## src/rtl/square_plotter.sv

```systemverilog
// Expands one (x, y, colour) request into SIZE x SIZE raster-order pixel writes, one per clock, then a one-cycle DONE.
// Optional SQUARE_BORDER_EN build paints the perimeter with BORDER_COLOUR; requests wait on req_ready while busy.
module square_plotter #(
  parameter int         SIZE          = 4,
  parameter logic [2:0] BORDER_COLOUR = 3'b111
) (
  input  logic       clk,
  input  logic       reset,
  input  logic       req_valid,
  output logic       req_ready,
  input  logic [7:0] req_x,
  input  logic [6:0] req_y,
  input  logic [2:0] req_colour,
  output logic [7:0] vga_x,
  output logic [6:0] vga_y,
  output logic [2:0] vga_colour,
  output logic       vga_plot,
  output logic       busy,
  output logic       square_done
);

  localparam logic [1:0] IDLE = 2'd0;
  localparam logic [1:0] DRAW = 2'd1;
  localparam logic [1:0] DONE = 2'd2;
  localparam logic [3:0] LAST = 4'(SIZE - 1);

  logic [1:0] state;
  logic [7:0] base_x;
  logic [6:0] base_y;
  logic [2:0] col;
  logic [3:0] off_x;
  logic [3:0] off_y;
  logic       row_end;
  logic [2:0] pix_colour;

  assign row_end = (off_x == LAST);

`ifdef SQUARE_BORDER_EN
  logic perimeter;
  assign perimeter  = (off_x == 4'd0) || (off_x == LAST) || (off_y == 4'd0) || (off_y == LAST);
  // Erase (colour 000) must stay fully black, so the border only applies to real colours.
  assign pix_colour = ((col != 3'b000) && perimeter) ? BORDER_COLOUR : col;
`else
  logic unused_border;
  assign unused_border = ^BORDER_COLOUR;
  assign pix_colour    = col;
`endif

  always_ff @(posedge clk) begin
    if (reset) begin
      state  <= IDLE;
      base_x <= 8'd0;
      base_y <= 7'd0;
      col    <= 3'd0;
      off_x  <= 4'd0;
      off_y  <= 4'd0;
    end else begin
      case (state)
        IDLE: begin
          // req_ready is unconditionally high here once reset is low.
          if (req_valid) begin
            base_x <= req_x;
            base_y <= req_y;
            col    <= req_colour;
            off_x  <= 4'd0;
            off_y  <= 4'd0;
            state  <= DRAW;
          end
        end
        DRAW: begin
          if (row_end) begin
            off_x <= 4'd0;
            off_y <= off_y + 4'd1;
            if (off_y == LAST) state <= DONE;
          end else begin
            off_x <= off_x + 4'd1;
          end
        end
        DONE:    state <= IDLE;
        default: state <= IDLE;
      endcase
    end
  end

  always_comb begin
    req_ready   = 1'b0;
    busy        = 1'b0;
    square_done = 1'b0;
    vga_plot    = 1'b0;
    vga_x       = 8'd0;
    vga_y       = 7'd0;
    vga_colour  = 3'd0;
    if (!reset) begin
      req_ready   = (state == IDLE);
      busy        = (state == DRAW) || (state == DONE);
      square_done = (state == DONE);
      if (state == DRAW) begin
        vga_plot   = 1'b1;
        vga_x      = base_x + {4'd0, off_x};
        vga_y      = base_y + {3'd0, off_y};
        vga_colour = pix_colour;
      end
    end
  end

endmodule

```

## config.mk

```make
export PLATFORM = sky130hd
export DESIGN_NAME = square_plotter
export DESIGN_NICKNAME = d
export VERILOG_FILES = /design/src/rtl/square_plotter.sv
export SDC_FILE = /design/constraint.sdc
export NUM_CORES = 1
export LEC_CHECK = 0
export BUFFER_PORTS_ARGS = -buffer_cell sky130_fd_sc_hd__buf_2
export CORE_UTILIZATION = 30
export CTS_CLUSTER_DIAMETER = 60
export DETAILED_ROUTE_END_ITERATION = 10
export GPL_TIMING_DRIVEN = 1
export MAX_ROUTING_LAYER = met4
export SLEW_MARGIN = 30
export SYNTH_ARGS = -nofsm -noshare
export SYNTH_HDL_FRONTEND = slang
export SYNTH_SLANG_ARGS = --single-unit
```

## constraint.sdc

```tcl
create_clock -name clk -period 2.4 [get_ports clk]
set_input_delay 0.36 -clock clk [delete_from_list [all_inputs] [get_ports clk]]
set_output_delay 0.36 -clock clk [all_outputs]
set_load 0.1 [all_outputs]
```

* Word level (Yosys, flattened, before mapping)
Cells that the tools add are included.
** Cells by class
- Eq/ne operators :: 7
- Muxes and demuxes :: 20
- $add $sub $neg :: 4
- Reductions and logical operators :: 7
** Operator list (count)
- $mux W8 :: 2
- $pmux W4 S2 :: 2
- $mux W7 :: 2
- $mux W4 :: 3
- $add A4 B1 Y4 const B :: 2
- $add A8 B4 Y8 :: 1
- $eq A4 B2 Y1 const B :: 2
- $add A7 B4 Y7 :: 1
- $mux W2 :: 3
- $mux W3 :: 2
- $ne A2 B2 Y1 const B :: 3
- $reduce_and A3 Y1 :: 2
- $mux W1 :: 5
- $pmux W2 S2 :: 1
- $reduce_and A2 Y1 :: 2
- $eq A2 B1 Y1 const B :: 1
- $eq A2 B2 Y1 const B :: 1
- $logic_not A2 Y1 :: 1
- $reduce_bool A2 Y1 :: 1
- $logic_or A1 B1 Y1 :: 1
** Word-level totals
- Input bits :: 21
- Word-level logic and storage cells :: 44
- Output and inout port bits :: 22
- Register bits :: 28

* Logic depth before layout (Yosys ltp)
Gate-level depths: netlist of the first run.
- Word-level depth :: 4
- Gate-level depth with buffers :: 7
- Depth with buffers taken out :: 6

* Worst setup path before layout of the first run
Ideal clock, no wire load.
- Path kind :: reg-to-output
- Start point :: register off_x[1]
- End point :: output vga_x[3]
- Cell stages (with the launch flop) :: 4
- Buffers on the path :: 0
- Arrival time :: 3143 ps
- Slack :: -1103 ps
- Cells stage by stage :: dfxtp_1 -> ha_1 -> a211o_1 -> a211oi_1
** On the way
- Longest elaborated chain between the ends :: 3
** RTL lines
- start: declaration :: line 31 : logic [3:0] off_x;
- start signal: assignment :: line 76 : off_x <= off_x + 4'd1;
- $add A8 B4 Y8 :: line 99 : vga_x = base_x + {4'd0, off_x};
- $mux W8 :: line 97 : if (state == DRAW) begin
- $mux W8 :: line 93 : if (!reset) begin
- end: declaration :: line 14 : output logic [7:0] vga_x,
No other way between the ends.

* Final worst setup path of the first run
- Start point :: register off_x[0]
- End point :: output vga_x[6]
The elaborated chain is that of the path after synthesis.

==> results.md, run 1 <==
* Status: complete, no violations
* Max-slew violation count at 0
* Startpoint types: register
* Grt total ovfl at 0
* Depth of the CTS H-tree at 1
* Share of post-route cells with drive strength above 1 at 35.7%
* Post-Layout Cell Count at 319
* Global Route Usage Sum at 14.3%
* Unrepaired setup endpoints after global routing: true
* Die ar. at 5810 um^2
* Drt pass-1 iters at 4
* Sw Pwr at 845 uW
* Ys Warns at 0
* CP top delay family: adder cells
* Initial Util at 31.8%
* Crit path largest cell delay at 0.41 ns
* WS Path Type: register to output port
* Comb pwr share at 52.4%
* Vias post-DR at 1530
* Period Utilization, post-route at 98.5%
* Routed vias/inst at 4.80
* Hold_ws at 0.319 ns
* Setup WS pre-CTS at 0.208 ns
* Mapped Nets at 243
* Clock power share at 13.9%
* Critical path's slowest cell: fa_2
* EDFF count, synth at 0
* Final hold vios at 0
* Yosys reg bits at 28
* Static Leak at 0.961 nW
* PwrDens at 757 nW/um^2
* # rows at 26
* Clock skew at 0.00101 ns
* Sw frac at 46.5%
* Area delta synth->final at 45.3%
* Layout Nets at 287
* Util after Layout at 46.1%
* WL/cell at 12.6 um
* Initial antenna violation count at 0
* Largest net degree at the start of global routing at 32
* Residual DRC at 0
* Worst EP required at 2.04 ns
* Die height at 76.2 um
* Least-Margin Pin Slew at 0.654 ns
* Maxcap violations at 0
* Final setup margin at 0.0360 ns
* Cells after Synth at 207
* CTS buffer count at 3
* Vias in the first global route at 1476
* Max Buffers Root-to-Sink at 2
* Mapped Area at 1650 um^2
* Clock slew at reported path FFs at 0.09 ns
* Tmin final at 2.36 ns
* WP buf/inv at 1
* DP Wirelength at 2950 um
* Worst skew pair latency at 0.27 ns
* First-pass GRT wire length at 6580 um
* P_int at 972 uW
* Routability Congestion at 0.783
* Critical Path AT at 2.00 ns
* Port buffer count at 42
* CTS hold repair buffers at 0
* Drt initial violations at 28
* Worst Setup End Kind: output port
* Sequential Power Share at 33.7%
* Post-synth ARST share at 0%
* Clk sinks at 28
* Post-Place Cells at 314
* Final WL at 4030 um
* Core region area at 5200 um^2
* ANT nets after route at 0
* Tot Pwr at 1.82 mW
* Critical Path, Cell by Cell: ha_4 -> fa_2 -> a211o_1 -> o2111ai_2 -> xor2_1 -> nor2_2 -> buf_12
* Distinct cells, synth at 36
* Ant. Diodes at 0
* # setup viols final at 0
* Die W at 76.2 um
* Fmax achieved at 423 MHz
* HP Class: input port to register
* Sequential area share after synthesis at 33.9%
* Max VDD drop at 0.373 mV
* Top FF cell, synth: dfxtp_1
* CTS Root Cell: clkbuf_8
* Max_slew headroom at 56.4%
* I/O pin count at 43
* CTS tree: built
* Synth Area per Inst at 7.98 um^2
* CP Max Fanout at 3
[final cells by class]
type / instances / area [um^2]
sequential: 28 / 573
fill: 526 / 2800
timing repair buffer: 47 / 520
inverter: 8 / 30.0
clock buffer: 3 / 41.3
multi-input combinational: 163 / 1150
tap: 70 / 87.6
[synth_stat cells, drive strengths merged, types with 5 or more instances]
cell type | number | share of area, %
a21oi | 29 | 8.8
and2 | 8 | 3.0
clkbuf | 7 | 1.6
dfxtp | 28 | 34
ha | 13 | 9.8
inv | 8 | 1.8
nand2 | 39 | 8.9
nand2b | 5 | 1.9
nand3 | 6 | 1.8
nor2 | 12 | 2.9
o21ai | 5 | 1.5
xnor2 | 7 | 3.7
[power groups by stage]
stage	Sequential (mW)	Combinational [mW]	Clock (mW)
after floorplan	0.593	0.694	0
after global placement	0.603	0.911	0
after detailed placement	0.608	0.921	0
after CTS	0.604	0.929	0.265
after global routing	0.621	1.03	0.284
final	0.612	0.953	0.252
[cell families (layout without fill, tap and decap cells)]
group,Yosys count,in the layout,share of synthesized area (%)
buf+inv,16,58,3.71
xor+xnor,10,10,5.30
flops,28,28,33.9
fa+ha+maj,15,15,12.3
mux,3,3,1.97
compound gates,52,52,19.1
simple gates,83,83,23.8
[path summary, 6_finish.rpt]
check                        startpoint                      to  slack [ns]  cells past startpoint
setup reg to reg  state[1]$_SDFFE_PP0P_   off_y[2]$_SDFFE_PP0P_        0.47                      7
hold reg to reg     col[1]$_SDFFE_PP0P_     col[1]$_SDFFE_PP0P_        0.46                      2
setup / recovery  off_x[0]$_SDFFE_PP0P_                vga_x[6]        0.04                      7
hold / removal                 req_x[7]  base_x[7]$_SDFFE_PP0P_        0.32                      3
[placed cells by master (no fill, tap or decap), types with 4 or more instances in the layout]
master    netlist  layout
a21oi_1        29      26
and2_2          0       7
buf_12          0      18
buf_2           1      23
buf_4           0       5
dfxtp_1        28      20
dfxtp_2         0       7
ha_1           13       8
ha_4            0       5
inv_1           8       8
nand2_1        39      39
nand2b_1        5       5
nand3_1         6       6
nor2_1         11       7
nor2_2          1       5
o21ai_0         5       4
xnor2_1         7       7
[what timing repair did]
action,4_1_cts,5_1_grt
setup endpoints to repair,6,6
gates resized for setup,12,11
setup buffers,1,1
pin swaps,5,9
[metal layers]
metal	wire length, um	GRT usage, %	vias to the layer above
met2	2020	25.0	27
met3	131	2.28	4
met1	1830	16.5	706
met4	58	5.19	0
li1	-	-	793
met5	0	-	-
[tightest hold or removal path, delay by kind of cell]
kind / cells / cell delay [ns]
buf+inv: 1 / 0.09
simple gates: 1 / 0.05
compound gates: 1 / 0.05
[stage by stage]
| stage | area (um^2) | setup TNS [ns] |
|---|---|---|
| 2_1_floorplan | 1690 | -2.72 |
| 3_3_place_gp | 2250 | 0 |
| 3_5_place_dp | 2250 | 0 |
| 4_1_cts | 2340 | 0 |
| 5_1_grt | 2400 | -0.0619 |
| 6_report | 2400 | 0 |
[registers in the layout, indices dropped and copies added, names as in the netlist]
name and count:
state 2, base_y 7, base_x 8, off_x 4, off_y 4, col 3
No activity file was read; power rests on OpenSTA's default activity.
==> inputs of run 2 (changes only) <==
--- a/config.mk
+++ b/config.mk
@@ -6,11 +6,14 @@
 export NUM_CORES = 1
 export LEC_CHECK = 0
 export BUFFER_PORTS_ARGS = -buffer_cell sky130_fd_sc_hd__buf_2
+export CELL_PAD_IN_SITES_DETAIL_PLACEMENT = 0
+export CELL_PAD_IN_SITES_GLOBAL_PLACEMENT = 2
 export CORE_UTILIZATION = 30
 export CTS_CLUSTER_DIAMETER = 60
 export DETAILED_ROUTE_END_ITERATION = 10
 export GPL_TIMING_DRIVEN = 1
 export MAX_ROUTING_LAYER = met4
+export PLACE_DENSITY_LB_ADDON = 0.1
 export SLEW_MARGIN = 30
 export SYNTH_ARGS = -nofsm -noshare
 export SYNTH_HDL_FRONTEND = slang
==> run 2 against run 1 <==
Hold slack got worse by 0.0096 ns. Non-clock buffer count increased by 6. Setup slack improved by 0.042 ns. Critical path depth decreased by 1. Clock power about the same. Routed wire length increased by 3.8%. Highest routed layer unchanged. Via count decreased by 0.52%. Combinational power increased by 0.5%. Flip-flop and latch count unchanged. Design area decreased by 2.3%. Cell count increased by 1.9%.
==> results.md, run 2 (synthesized netlist as in run 1, its figures left out) <==
* Status: complete, no violations
* Max-slew violation count at 0
* CTS hold repair buffers at 0
* Worst Setup End Kind: output port
* Routed vias/inst at 4.68
* Ant. Diodes at 0
* Max VDD drop at 0.568 mV
* # rows at 26
* Unrepaired setup endpoints after global routing: true
* Filler Cells Inserted at 552
* Clk sinks at 28
* First-pass GRT wire length at 7120 um
* Tmin final at 2.32 ns
* PwrDens at 776 nW/um^2
* Fmax achieved at 431 MHz
* Final hold vios at 0
* Maxcap violations at 0
* WL/cell at 12.9 um
* HP Start: req_x[1]
* Residual DRC at 0
* Die height at 76.2 um
* Critical path's slowest cell: dfxtp_2
* Max Buffers Root-to-Sink at 2
* Layout Nets at 293
* Post-route cell area at 2340 um^2
* Min-Delay Path Depth at 3
* Vias in the first global route at 1478
* HP Class: input port to register
* Depth of the CTS H-tree at 1
* R2r endpoint: off_y[3]$_SDFFE_PP0P_
* Placed inst area at 2160 um^2
* Global Route Usage Sum at 15.6%
* Initial Util at 31.8%
* Crit path top cell by count: a21oi_2
* Least-Margin Pin Slew at 0.572 ns
* Worst skew pair latency at 0.27 ns
* Worst EP required at 2.04 ns
* Final WL at 4180 um
* # setup viols final at 0
* FF-to-FF Start: off_x[0]$_SDFFE_PP0P_
* Grt total ovfl at 0
* CTS buffer count at 3
* Tot Pwr at 1.82 mW
* Largest net degree at the start of global routing at 32
* Initial antenna violation count at 0
* Clock skew at 0.00436 ns
* Crit path largest cell delay at 0.36 ns
* DP Wirelength at 3040 um
* Critical Path AT at 1.96 ns
* Drt initial violations at 63
* Startpoint types: register
* Critical Path, Cell by Cell: ha_1 -> a211o_1 -> a21oi_2 -> o21ai_1 -> a21oi_2 -> buf_12
* R2R Setup Slk at 0.34 ns
* Hold Path End: base_x[1]$_SDFFE_PP0P_
* CTS tree: built
* Static Leak at 0.975 nW
* Reg2reg path depth at 6
* Vias post-DR at 1522
* I/O pin count at 43
* Commonest cells after routing, fill and taps aside: nand2_1, a21oi_1, buf_2, dfxtp_1
* Drt pass-1 iters at 4
* Die W at 76.2 um
* ANT nets after route at 0
* Area delta synth->final at 41.9%
* Routability Congestion at 0.704
* Port buffer count at 42
* Die ar. at 5810 um^2
* CP Max Fanout at 4
* CTS Root Cell: clkbuf_8
* WS Path Type: register to output port
* Clock slew at reported path FFs at 0.09 ns
* Period Utilization, post-route at 96.8%
* Share of post-route cells with drive strength above 1 at 36.5%
* Biggest regs: base_x: 8 flops, base_y: 7 flops
* Max FFs per register at 8
* Core region area at 5200 um^2
* Largest reg by FF count: base_x
* Max_slew headroom at 60.8%
* Commonest non-fill, non-tap cell in the layout: nand2_1
-- run 2: layout make-up --
cell class              instances  area [um^2]  share of cell area (%)
repair buffers                 53          475                    20.3
clock buffers                   3         41.3                    1.76
well taps                      70         87.6                    3.74
inverters                       8         30.0                    1.28
flip-flops and latches         28          571                    24.3
multi-input cells             163         1140                    48.6
-- run 2: layer usage --
layer | track usage [%] | wire [um]
met5 | - | 0
met4 | 4.62 | 36
met3 | 2.04 | 106
met2 | 27.5 | 2090
met1 | 18.6 | 1950
-- run 2: repair_timing --
action / in CTS / in global routing
setup endpoints to repair: 6 / 12
resized for setup: 14 / 14
setup buffers: 3 / 2
pin swaps: 7 / 10
-- run 2: power by group --
group	switching, mW	internal [mW]	leakage [nW]	total [mW]
clock network	0.143	0.113	0.0216	0.255
registers	0.0598	0.546	0.232	0.606
logic	0.651	0.306	0.722	0.958
total	0.854	0.965	0.975	1.82
-- run 2: worst max path at each step --
| stage | startpoint | end | slack (ns) | depth (start not counted) |
|---|---|---|---|---|
| 2_1_floorplan | state[1]$_SDFFE_PP0P_ | vga_x[2] | -0.33 | 6 |
| 3_5_place_dp | off_y[0]$_SDFFE_PP0P_ | vga_y[6] | 0.18 | 7 |
| 4_1_cts | base_y[0]$_SDFFE_PP0P_ | vga_y[6] | 0.004 | 7 |
| 3_3_place_gp | off_y[0]$_SDFFE_PP0P_ | vga_y[6] | 0.21 | 7 |
| 6_report | base_x[1]$_SDFFE_PP0P_ | vga_x[7] | 0.08 | 6 |
| 5_1_grt | base_x[1]$_SDFFE_PP0P_ | vga_x[7] | -0.004 | 6 |
-- run 2: worst max-delay path: cells and delay by family, from the launching register on --
kind                     cells  cell delay, ns
AO/OA/AOI/OAI                4            0.84
buffers and inverters        1            0.19
adder cells (fa/ha/maj)      1            0.31
flip-flops                   1            0.36
-- run 2: per-stage QoR --
| stage | setup TNS [ns] | setup WS, ns | hold slack [ns] | utilization, % | cells |
|---|---|---|---|---|---|
| after floorplan | -2.72 | -0.327 | 0.432 | - | 207 |
| after global placement | 0 | 0.213 | 0.441 | 41.6 | 317 |
| after detailed placement | 0 | 0.182 | 0.444 | 41.6 | 317 |
| after CTS | 0 | 0.00431 | 0.308 | 43.9 | 323 |
| after global routing | -0.00399 | -0.00399 | 0.303 | 45.0 | 325 |
| final | 0 | 0.0776 | 0.310 | 45.0 | 325 |
==> inputs of run 3 (changes only) <==
--- a/config.mk
+++ b/config.mk
@@ -5,6 +5,7 @@
 export SDC_FILE = /design/constraint.sdc
 export NUM_CORES = 1
 export LEC_CHECK = 0
+export ABC_AREA = 1
 export BUFFER_PORTS_ARGS = -buffer_cell sky130_fd_sc_hd__buf_2
 export CELL_PAD_IN_SITES_DETAIL_PLACEMENT = 0
 export CELL_PAD_IN_SITES_GLOBAL_PLACEMENT = 2
==> constraint.sdc (replaced) <==
create_clock -name clk -period 2.9 [get_ports clk]
set_input_delay 0.435 -clock clk [delete_from_list [all_inputs] [get_ports clk]]
set_output_delay 0.435 -clock clk [all_outputs]
set_load 0.1 [all_outputs]
==> run 3 against run 2 <==
Global-route usage increased by 0.73 points. Setup slack improved by 0.19 ns. Routed wire length increased by 6.6%. Sequential power decreased by 7.3%. Hold slack improved by 0.095 ns. Design area decreased by 12%. Combinational power decreased by 0.6%. Critical path type unchanged. Largest power group unchanged.
==> results.md, run 3 <==
* Status: complete, no violations
* Max layer used: met4
* CTS hold repair buffers at 0
* Met1 Wirelength at 2200 um
* Commonest non-fill, non-tap cell in the layout: nor2_1
* HP Class: input port to register
* Max FFs per register at 8
* Biggest regs: base_x: 8 flops, base_y: 7 flops
* Depth of the CTS H-tree at 1
* Compound-gate portion of the synthesized area at 15.9%
* Routed vias/inst at 4.65
* Count leader, synth: nor2_1
* Worst Setup End Kind: output port
* Final hold vios at 0
* DR WL met3 at 142 um
* Distinct cells, synth at 27
* Initial antenna violation count at 0
* Fmax achieved at 381 MHz
* Post-synth top area cell: dfxtp_1
* Routability Congestion at 0.762
* Critical Path, Cell by Cell: ha_1 -> fa_1 -> nand2_1 -> inv_1 -> nor2_1 -> o21bai_1 -> nand2_1 -> nand2_1 -> nor2_2 -> buf_2
* Drt pass-1 iters at 4
* Maxcap violations at 0
* Hold_ws at 0.404 ns
* Xor/xnor share of the synthesized area at 0.499%
* Yosys reg bits at 28
* Vias post-DR at 1747
* Crit path largest cell delay at 0.42 ns
* Max VDD drop at 0.404 mV
* WP buf/inv at 2
* Max-slew violation count at 0
* Least-Margin Pin Slew at 0.537 ns
* Unrepaired setup endpoints after global routing: false
* Reg area at 561 um^2
* Global Route Usage Sum at 16.4%
* EDFF count, synth at 0
* Min-Delay Path Depth at 3
* Top FF cell, synth: dfxtp_1
* First-pass GRT wire length at 7780 um
* Port buffer count at 42
* Multi-input gate area at 1050 um^2
* Critical Path AT at 2.19 ns
* Mapped Area at 1760 um^2
* Largest family of logic cells by synthesized area: simple AND/OR/NAND/NOR gates
* Synth Area per Inst at 6.57 um^2
* CP Max Fanout at 5
* Yosys top cell area share at 31.9%
* Static Leak at 1.02 nW
* Setup Buffers After CTS at 0
* Simple-gate share of the synthesized area at 31.1%
* Commonest cells after routing, fill and taps aside: nor2_1, nand2_1, buf_2, dfxtp_1, inv_1
* Area delta synth->final at 18.2%
* Ant. Diodes at 0
* CTS Root Cell: clkbuf_8
* Ys Warns at 0
* Vias in the first global route at 1676
* Worst skew pair latency at 0.27 ns
* Reg2reg path depth at 7
* WP depth at 10
* Die W at 78.5 um
* WS Path Type: register to output port
* WL/cell at 11.9 um
* Grt total ovfl at 0
* Crit path top cell by count: nand2_1
* DP Wirelength at 3300 um
* Layout Nets at 342
* PwrDens at 834 nW/um^2
* Tmin final at 2.63 ns
* Synth top cells by count: nor2_1, nand2_1, dfxtp_1
* # setup viols final at 0
* Cells after Synth at 267
* Largest reg by FF count: base_x
* Core region area at 5570 um^2
* CP top delay family: adder cells
* Clk sinks at 28
* Startpoint types: register
* Critical path's slowest cell: fa_1
* Post-Layout Cell Count at 376
* Filler Cells Inserted at 634
* Mapped Nets at 303
* Top post-synthesis cells by area: dfxtp_1, nor2_1, nand2_1, ha_1, a21oi_1
* Synth Area in Adders at 11.5%
* Share of post-route cells with drive strength above 1 at 20.4%
* CTS buffer count at 3
* Die height at 78.5 um
* Post-synthesis mux area share at 0%
* Max_slew headroom at 64.2%
* Met2 WL at 2090 um
* Post-Place Cells at 373
* Final WL at 4460 um
* Max Buffers Root-to-Sink at 2
* Largest net degree at the start of global routing at 25
* # rows at 27
* Initial Util at 31.5%
* Die ar. at 6160 um^2
* # resized after CTS at 0
* Period Utilization, post-route at 90.6%
* Drt initial violations at 44
* I/O pin count at 43
* Worst EP required at 2.47 ns
* Sequential area share after synthesis at 31.9%
* CTS tree: built
* ANT nets after route at 0
* Clock skew at 0.00150 ns
* Residual DRC at 0
* Post-synth ARST share at 0%
* Clock slew at reported path FFs at 0.10 ns
-- run 3: cell count changes in the layout (fill, tap and decap cells not counted), moves of 9 or more --
| cell | delta |
|---|---|
| nor2_1 | +46 |
| buf_2 | +18 |
| o21ai_0 | +16 |
| inv_1 | +14 |
| buf_12 | -11 |
| nand2_1 | +11 |
| buf_4 | -9 |
-- run 3: metrics by stage --
stage               utilization (%)  TNS [ns]  setup slack (ns)  total power, mW  instance area [um^2]
floorplan                         -  -0.00377          -0.00377             1.36                  1770
global placement               36.5         0             0.576             1.55                  2030
detailed placement             36.5         0             0.560             1.53                  2030
CTS                            37.2         0             0.242             1.75                  2070
global route                   37.2         0             0.133             1.89                  2070
finish                         37.2         0             0.272             1.73                  2070
-- run 3: layout make-up --
type,count,share of cell area [%]
Tap cell,72,4.34
Sequential cell,28,27.0
Timing Repair Buffer,44,10.9
Multi-Input combinational cell,201,50.7
Clock buffer,3,1.99
Inverter,28,5.07
-- run 3: tightest hold or removal path: cells and delay by family --
family                 cells  cell delay, ns
and+or+nand+nor            1            0.07
AOI/OAI and AO/OA          1            0.07
buffers and inverters      1            0.07
-- run 3: report_power, final --
part	total, mW	internal, mW	switching, mW	leakage (nW)
logic	0.952	0.230	0.722	0.765
clock network	0.216	0.0933	0.122	0.0216
registers	0.562	0.483	0.0787	0.231
total	1.73	0.807	0.923	1.02
-- run 3: metal layers --
| layer | vias to the layer above | global-route usage, % |
|---|---|---|
| met5 | - | - |
| met4 | 0 | 3.33 |
| met3 | 2 | 1.51 |
| met2 | 32 | 28.0 |
| met1 | 780 | 21.0 |
| li1 | 933 | - |
-- run 3: worst paths after layout --
kind,startpoint,end,slack (ns)
min reg2reg,base_y[6]$_SDFFE_PP0P_,base_y[6]$_SDFFE_PP0P_,0.49
max reg2reg,state[0]$_SDFFE_PP0P_,off_x[0]$_SDFFE_PP0P_,0.96
min,req_x[3],base_x[3]$_SDFFE_PP0P_,0.40
max,off_y[0]$_SDFFE_PP0P_,vga_y[4],0.27
-- run 3: kinds of logic after synthesis --
group	after synthesis
fa+ha+maj	15
flops	28
simple gates	132
buf+inv	38
compound gates	53
xor+xnor	1
